`src/rtl/vtg_pkg.sv`:
```
// Shared timing defaults, counter widths, pattern selector encoding and the colour-bar table
// for the 720p video timing generator.
package vtg_pkg;

   localparam int H_ACTIVE_D = 1280;
   localparam int H_FP_D     = 110;
   localparam int H_SYNC_D   = 40;
   localparam int H_BP_D     = 220;
   localparam int V_ACTIVE_D = 720;
   localparam int V_FP_D     = 5;
   localparam int V_SYNC_D   = 5;
   localparam int V_BP_D     = 20;

   localparam int H_TOTAL = H_ACTIVE_D + H_FP_D + H_SYNC_D + H_BP_D;
   localparam int V_TOTAL = V_ACTIVE_D + V_FP_D + V_SYNC_D + V_BP_D;

   localparam int HCW = 11;
   localparam int VCW = 10;

   typedef enum logic [1:0] {
      PAT_EXT   = 2'd0,
      PAT_BARS  = 2'd1,
      PAT_RAMP  = 2'd2,
      PAT_WHITE = 2'd3
   } pat_e;

   // Left-to-right bar order: white, yellow, cyan, green, magenta, red, blue, black.
   function automatic logic [23:0] bar_rgb(input logic [2:0] idx);
      logic [23:0] rgb;
      case (idx)
         3'd0:    rgb = 24'hFFFFFF;
         3'd1:    rgb = 24'hFFFF00;
         3'd2:    rgb = 24'h00FFFF;
         3'd3:    rgb = 24'h00FF00;
         3'd4:    rgb = 24'hFF00FF;
         3'd5:    rgb = 24'hFF0000;
         3'd6:    rgb = 24'h0000FF;
         default: rgb = 24'h000000;
      endcase
      return rgb;
   endfunction

endpackage

```
`src/rtl/vtg_pattern.sv`:
```
// Internal test-pattern source: column + pattern select to RGB with one register stage,
// so it lines up with the external store's 1-cycle read latency.
module vtg_pattern
   import vtg_pkg::*;
#(
   parameter int H_ACTIVE = H_ACTIVE_D
) (
   input  logic           clk,
   input  logic           rstn,
   input  logic [HCW-1:0] col_i,
   input  pat_e           sel_i,
   output logic [23:0]    rgb_o,
   output logic           ext_o
);

   localparam int BAR_W = H_ACTIVE / 8;

   logic [HCW-1:0] bar_q;
   logic [2:0]     bar_idx;
   logic [23:0]    rgb_d;

   always_comb begin
      bar_q   = col_i / HCW'(BAR_W);
      bar_idx = (bar_q > HCW'(7)) ? 3'd7 : bar_q[2:0];
      case (sel_i)
         PAT_BARS:  rgb_d = bar_rgb(bar_idx);
         PAT_RAMP:  rgb_d = {3{col_i[7:0]}};
         PAT_WHITE: rgb_d = 24'hFFFFFF;
         default:   rgb_d = 24'h000000;
      endcase
   end

   always_ff @(posedge clk or negedge rstn) begin
      if (!rstn) begin
         rgb_o <= '0;
         ext_o <= 1'b1;
      end else begin
         rgb_o <= rgb_d;
         ext_o <= (sel_i == PAT_EXT);
      end
   end

endmodule

```
`src/rtl/video_timing_gen.sv`:
```
// 720p transmit timing generator: counters, sync/blank decode and a 2-stage aligned output pipe.
// Define VTG_PATTERN_EN to build the internal pattern generator and the pat_sel port.
module video_timing_gen
   import vtg_pkg::*;
#(
   parameter int H_ACTIVE = H_ACTIVE_D,
   parameter int H_FP     = H_FP_D,
   parameter int H_SYNC   = H_SYNC_D,
   parameter int H_BP     = H_BP_D,
   parameter int V_ACTIVE = V_ACTIVE_D,
   parameter int V_FP     = V_FP_D,
   parameter int V_SYNC   = V_SYNC_D,
   parameter int V_BP     = V_BP_D,
   parameter bit HS_POL   = 1'b1,
   parameter bit VS_POL   = 1'b1
) (
   input  logic           clk,
   input  logic           rstn,
   input  logic           run,
`ifdef VTG_PATTERN_EN
   input  logic [1:0]     pat_sel,
`endif
   output logic           pix_req,
   output logic [HCW-1:0] req_col,
   output logic [VCW-1:0] req_row,
   input  logic [7:0]     pix_red,
   input  logic [7:0]     pix_green,
   input  logic [7:0]     pix_blue,
   output logic [7:0]     out_red,
   output logic [7:0]     out_green,
   output logic [7:0]     out_blue,
   output logic           out_hsync,
   output logic           out_vsync,
   output logic           out_blank,
   output logic           frame_start
);

   localparam int H_TOT = H_ACTIVE + H_FP + H_SYNC + H_BP;
   localparam int V_TOT = V_ACTIVE + V_FP + V_SYNC + V_BP;

   if (H_TOT > 2048 || V_TOT > 1024) begin : g_bad_timing
      $error("video_timing_gen: totals exceed 11/10-bit counter range");
   end

   localparam logic [HCW-1:0] H_LAST   = HCW'(H_TOT - 1);
   localparam logic [VCW-1:0] V_LAST   = VCW'(V_TOT - 1);
   localparam logic [HCW-1:0] H_ACT_C  = HCW'(H_ACTIVE);
   localparam logic [VCW-1:0] V_ACT_C  = VCW'(V_ACTIVE);
   localparam logic [HCW-1:0] HS_BEG_C = HCW'(H_ACTIVE + H_FP);
   localparam logic [HCW-1:0] HS_END_C = HCW'(H_ACTIVE + H_FP + H_SYNC);
   localparam logic [VCW-1:0] VS_BEG_C = VCW'(V_ACTIVE + V_FP);
   localparam logic [VCW-1:0] VS_END_C = VCW'(V_ACTIVE + V_FP + V_SYNC);

   logic [HCW-1:0] h_cnt_q, h_cnt_d;
   logic [VCW-1:0] v_cnt_q, v_cnt_d;
   logic           active, hs0, vs0, fs0, past_hs;
   logic           blank1_q, hs1_q, vs1_q, fs1_q;
   logic [23:0]    src_rgb;

   always_comb begin
      h_cnt_d = h_cnt_q;
      v_cnt_d = v_cnt_q;
      if (!run) begin
         h_cnt_d = '0;
         v_cnt_d = '0;
      end else if (h_cnt_q == H_LAST) begin
         h_cnt_d = '0;
         v_cnt_d = (v_cnt_q == V_LAST) ? '0 : v_cnt_q + 1'b1;
      end else begin
         h_cnt_d = h_cnt_q + 1'b1;
      end
   end

   // vsync region is shifted so both edges land on the hsync leading edge
   always_comb begin
      active  = (h_cnt_q < H_ACT_C) && (v_cnt_q < V_ACT_C);
      past_hs = (h_cnt_q >= HS_BEG_C);
      hs0     = run && past_hs && (h_cnt_q < HS_END_C);
      vs0     = run && (((v_cnt_q >= VS_BEG_C) && (v_cnt_q < VS_END_C) && past_hs) ||
                        ((v_cnt_q > VS_BEG_C) && (v_cnt_q <= VS_END_C) && !past_hs));
      fs0     = run && (h_cnt_q == '0) && (v_cnt_q == '0);
      pix_req = run && active;
      req_col = pix_req ? h_cnt_q : '0;
      req_row = pix_req ? v_cnt_q : '0;
   end

`ifdef VTG_PATTERN_EN
   pat_e        pat_q, pat_cur;
   logic [23:0] pat_rgb;
   logic        pat_ext;

   // Selection only changes while the counters sit at the frame origin.
   assign pat_cur = ((h_cnt_q == '0) && (v_cnt_q == '0)) ? pat_e'(pat_sel) : pat_q;

   always_ff @(posedge clk or negedge rstn) begin
      if (!rstn) pat_q <= PAT_EXT;
      else       pat_q <= pat_cur;
   end

   vtg_pattern #(.H_ACTIVE(H_ACTIVE)) u_pattern (
      .clk   (clk),
      .rstn  (rstn),
      .col_i (req_col),
      .sel_i (pat_cur),
      .rgb_o (pat_rgb),
      .ext_o (pat_ext)
   );

   assign src_rgb = pat_ext ? {pix_red, pix_green, pix_blue} : pat_rgb;
`else
   assign src_rgb = {pix_red, pix_green, pix_blue};
`endif

   always_ff @(posedge clk or negedge rstn) begin
      if (!rstn) begin
         h_cnt_q     <= '0;
         v_cnt_q     <= '0;
         blank1_q    <= 1'b1;
         hs1_q       <= 1'b0;
         vs1_q       <= 1'b0;
         fs1_q       <= 1'b0;
         out_red     <= '0;
         out_green   <= '0;
         out_blue    <= '0;
         out_blank   <= 1'b1;
         out_hsync   <= ~HS_POL;
         out_vsync   <= ~VS_POL;
         frame_start <= 1'b0;
      end else begin
         h_cnt_q     <= h_cnt_d;
         v_cnt_q     <= v_cnt_d;
         blank1_q    <= !pix_req;
         hs1_q       <= hs0;
         vs1_q       <= vs0;
         fs1_q       <= fs0;
         out_red     <= blank1_q ? 8'h00 : src_rgb[23:16];
         out_green   <= blank1_q ? 8'h00 : src_rgb[15:8];
         out_blue    <= blank1_q ? 8'h00 : src_rgb[7:0];
         out_blank   <= blank1_q;
         out_hsync   <= hs1_q ? HS_POL : ~HS_POL;
         out_vsync   <= vs1_q ? VS_POL : ~VS_POL;
         frame_start <= fs1_q;
      end
   end

endmodule

```
`config.mk`:
```
export PLATFORM = sky130hd
export DESIGN_NAME = video_timing_gen
export DESIGN_NICKNAME = d
export VERILOG_FILES = /design/src/rtl/vtg_pkg.sv /design/src/rtl/vtg_pattern.sv /design/src/rtl/video_timing_gen.sv
export SDC_FILE = /design/constraint.sdc
export NUM_CORES = 1
export LEC_CHECK = 0
export ABC_AREA = 1
export ABC_CLOCK_PERIOD_IN_PS = 1800
export BUFFER_PORTS_ARGS = -buffer_cell sky130_fd_sc_hd__clkbuf_2
export CAP_MARGIN = 10
export CORE_MARGIN = 2
export CORE_UTILIZATION = 46
export CTS_BUF_LIST = sky130_fd_sc_hd__clkbuf_2
export DETAILED_ROUTE_END_ITERATION = 8
export GPL_TIMING_DRIVEN = 0
export PLACE_DENSITY = 0.72
export SYNTH_ARGS = -nofsm -noshare
export SYNTH_HDL_FRONTEND = slang
export SYNTH_SLANG_ARGS = --single-unit
```
`constraint.sdc`:
```
create_clock -name clk -period 1.8 [get_ports clk]
set_input_delay 0.18 -clock clk [delete_from_list [all_inputs] [get_ports clk]]
set_output_delay 0.18 -clock clk [all_outputs]
set_load 0.03 [all_outputs]
```
==> impl_metrics.json <==
{
  "status": "finished, violations left",
  "violations": "negative setup slack",
  "dieArea_um2": 6620,
  "vias": 2630,
  "ir_worst_vdd_uv": 328,
  "synth-seq-cells": 53,
  "hold_viol_final": 0,
  "firstDrtPassIters": 5,
  "insertion_delay_ps": 440,
  "syn2layout_area_growth_pct": 42.4,
  "max_freq_mhz": 484,
  "synth_top_area_frac": 0.463,
  "grt_pass1_wl_mm": 10.5,
  "io_pins": 77,
  "dpl_cell_area_um2": 3240,
  "route.detailed.drc": 0,
  "clk_pin_slew_worst_paths_ps": 280,
  "grt_antenna_before_repair": 0,
  "worstSetupPathType": "reg -> out",
  "cts_tree": "built",
  "synth_most_common_cell": "nor2_1",
  "wirelength_mm": 7.09,
  "cts.sinks": 53,
  "track_usage": 0.208,
  "wl_per_cell_um": 13.1,
  "dp_hpwl_mm": 4.41,
  "synthCells": 339,
  "cp-start-kind": "register",
  "maxCapViolations": 0,
  "nFillCells": 464,
  "grt-ovfl-total": 0,
  "power.leakage_nw": 2.09,
  "synthesis.area_um2": 2760,
  "required_ps": 1620,
  "setup_violations": 22,
  "final_net_count": 498,
  "cts_root_buf": "clkbuf_2",
  "worstPathArrival_ps": 1890,
  "stdcell_area_um2": 3920,
  "clock-skew-final_ps": 26.1,
  "avgSynthCellArea_um2": 8.13,
  "fin_util": 0.670,
  "core-area_um2": 5850,
  "yosys.area.top_type": "dfrtp_1",
  "htree_levels": 2,
  "finalSetupTns_ps": -5240,
  "post-place-ws_ps": 165,
  "clockBufferDepth": 2,
  "die_w_um": 81.4,
  "worstMarginPinSlew_ps": 526,
  "setup_ws_ps": -268,
  "p_switching_mw": 0.603,
  "period_needed_ps": 2070,
  "power_frac_clock": 0.229,
  "via_per_inst": 4.87,
  "grt_max_degree": 35,
  "synth_warnings": 0,
  "period_share": 1.15,
  "p_seq_frac": 0.604,
  "gp_congestion": 0.889,
  "synth_fp_nets": 373,
  "portBuffers": 75,
  "drt_iter0_drc": 131,
  "p_comb_frac": 0.167,
  "synth_common_cells": "nor2_1, inv_1, dfrtp_1, nand2_1, nand3_1",
  "num_rows": 28,
  "layout-drive-gt1-share": 0.342,
  "min_path_type": "in -> async",
  "power_density_nw_per_um2": 529,
  "drv_slew": 0,
  "rsz0062_at_grt": "true",
  "cts_inserted_buffers": 5,
  "synth_edf_count": 0,
  "async_reset_ff_frac": 1.00,
  "ys_seq_area_frac": 0.482,
  "finalPower_mw": 2.08,
  "die_h_um": 81.4,
  "swShare": 0.291,
  "drtAntennaViolNets": 0,
  "intPower_mw": 1.47,
  "cp-end-kind": "output port",
  "synthDistinctLibCells": 33,
  "grt_pass1_vias": 2428,
  "synth_area_leaders": "dfrtp_1, nor2_1, inv_1, nand2_1, nand3_1",
  "start_util": 0.471,
  "diodes": 0,
  "cp_max_fo": 6,
  "synthFlopType": "dfrtp_1",
  "slew-limit-headroom": 0.649
}
sequential cells by signal (all words and copies together) (netlist names), 8 cells and up:
register   cells
out_green      8
v_cnt_q       10
out_red        8
out_blue       8
h_cnt_q       11
layout make-up:
cell class                 count  area, um^2  area share
buffer                         8        90.1      0.0230
clock buffer                   6        30.0     0.00766
clock inverter                 2        15.0     0.00383
inverter                      65         246      0.0628
multi-input combinational    211        1180       0.301
sequential                    53        1330       0.340
tap                           75        93.8      0.0239
timing repair buffer         120         932       0.238
routing by layer:
metal,part of all wire,track usage,vias to the layer above
met2,0.48,0.341,136
met3,0.078,0.0389,16
li1,-,-,1282
met1,0.42,0.262,1196
met5,0,0,-
met4,0.022,0.100,0
power by group through the flow:
stage,sequential [mW],clock [mW],combinational (mW)
after detailed placement,1.27,0,0.276
after global routing,1.26,0.538,0.381
after CTS,1.25,0.495,0.333
final,1.25,0.475,0.347
after floorplan,1.34,0,0.0987
after global placement,1.27,0,0.266
logic make-up after synthesis:
logic type	synth area share
XOR/XNOR	0.0127
AND/OR/NAND/NOR	0.294
buffers and inverters	0.126
flip-flops	0.482
adder cells (fa/ha/maj)	0.0318
AO/OA/AOI/OAI	0.0531
cells in the final DEF (no fill, tap or decap), drive strengths merged:
cell,Yosys,routed
xor2,3,3
nand2,52,52
nand3b,1,1
inv,65,65
dlygate4sd3,0,26
nor2,78,78
dfrtp,51,51
nor4,1,1
nand3,23,23
o21ai,16,16
o21bai,1,1
o21a,1,1
ha,7,7
a21oi,8,8
nand4,8,8
clkinvlp,0,2
dfstp,2,2
clkbuf,3,68
a211oi,1,1
buf,7,40
xnor2,1,1
nor3b,1,1
nor3,9,9
worst paths after layout:
| kind | startpoint | end | slack (ps) | depth (start not counted) |
|---|---|---|---|---|
| hold reg to reg | hs1_q | out_hsync | 380 | 0 |
| min in group clk | hs1_q | out_hsync | 380 | 0 |
| setup reg to reg | h_cnt_q[0] | h_cnt_q[10] | 180 | 6 |
| hold / removal | rstn | h_cnt_q[6] | 190 | 2 |
| max in group asynchronous | rstn | out_blank | 980 | 3 |
| setup / recovery | v_cnt_q[8] | req_col[7] | -270 | 8 |
stage by stage:
| step | cells | hold slack [ps] |
|---|---|---|
| 3_3_place_gp | 489 | 332 |
| 4_1_cts | 531 | 203 |
| 5_1_grt | 540 | 220 |
| 6_report | 540 | 190 |
| 2_1_floorplan | 339 | -116 |
| 3_5_place_dp | 490 | 179 |
repair_timing:
| item | 4_1_cts | 5_1_grt |
|---|---|---|
| gates cloned | 1 | 0 |
| pin swaps | 2 | 3 |
| resized for setup | 44 | 49 |
| endpoints found under the setup margin | 22 | 22 |
| hold buffers | 26 | 0 |
| endpoints found under the hold margin | 44 | 0 |
| buffers inserted | 6 | 11 |
worst max-delay path: stages (launching register included):
cell and delay [ps]:
dfrtp_2 510, inv_4 90, nand2_4 80, nor3_4 150, nor3_2 60, nand2_2 150, buf_6 190, nor2_1 50
buf_4 160
(Power assumes the default switching activity.)
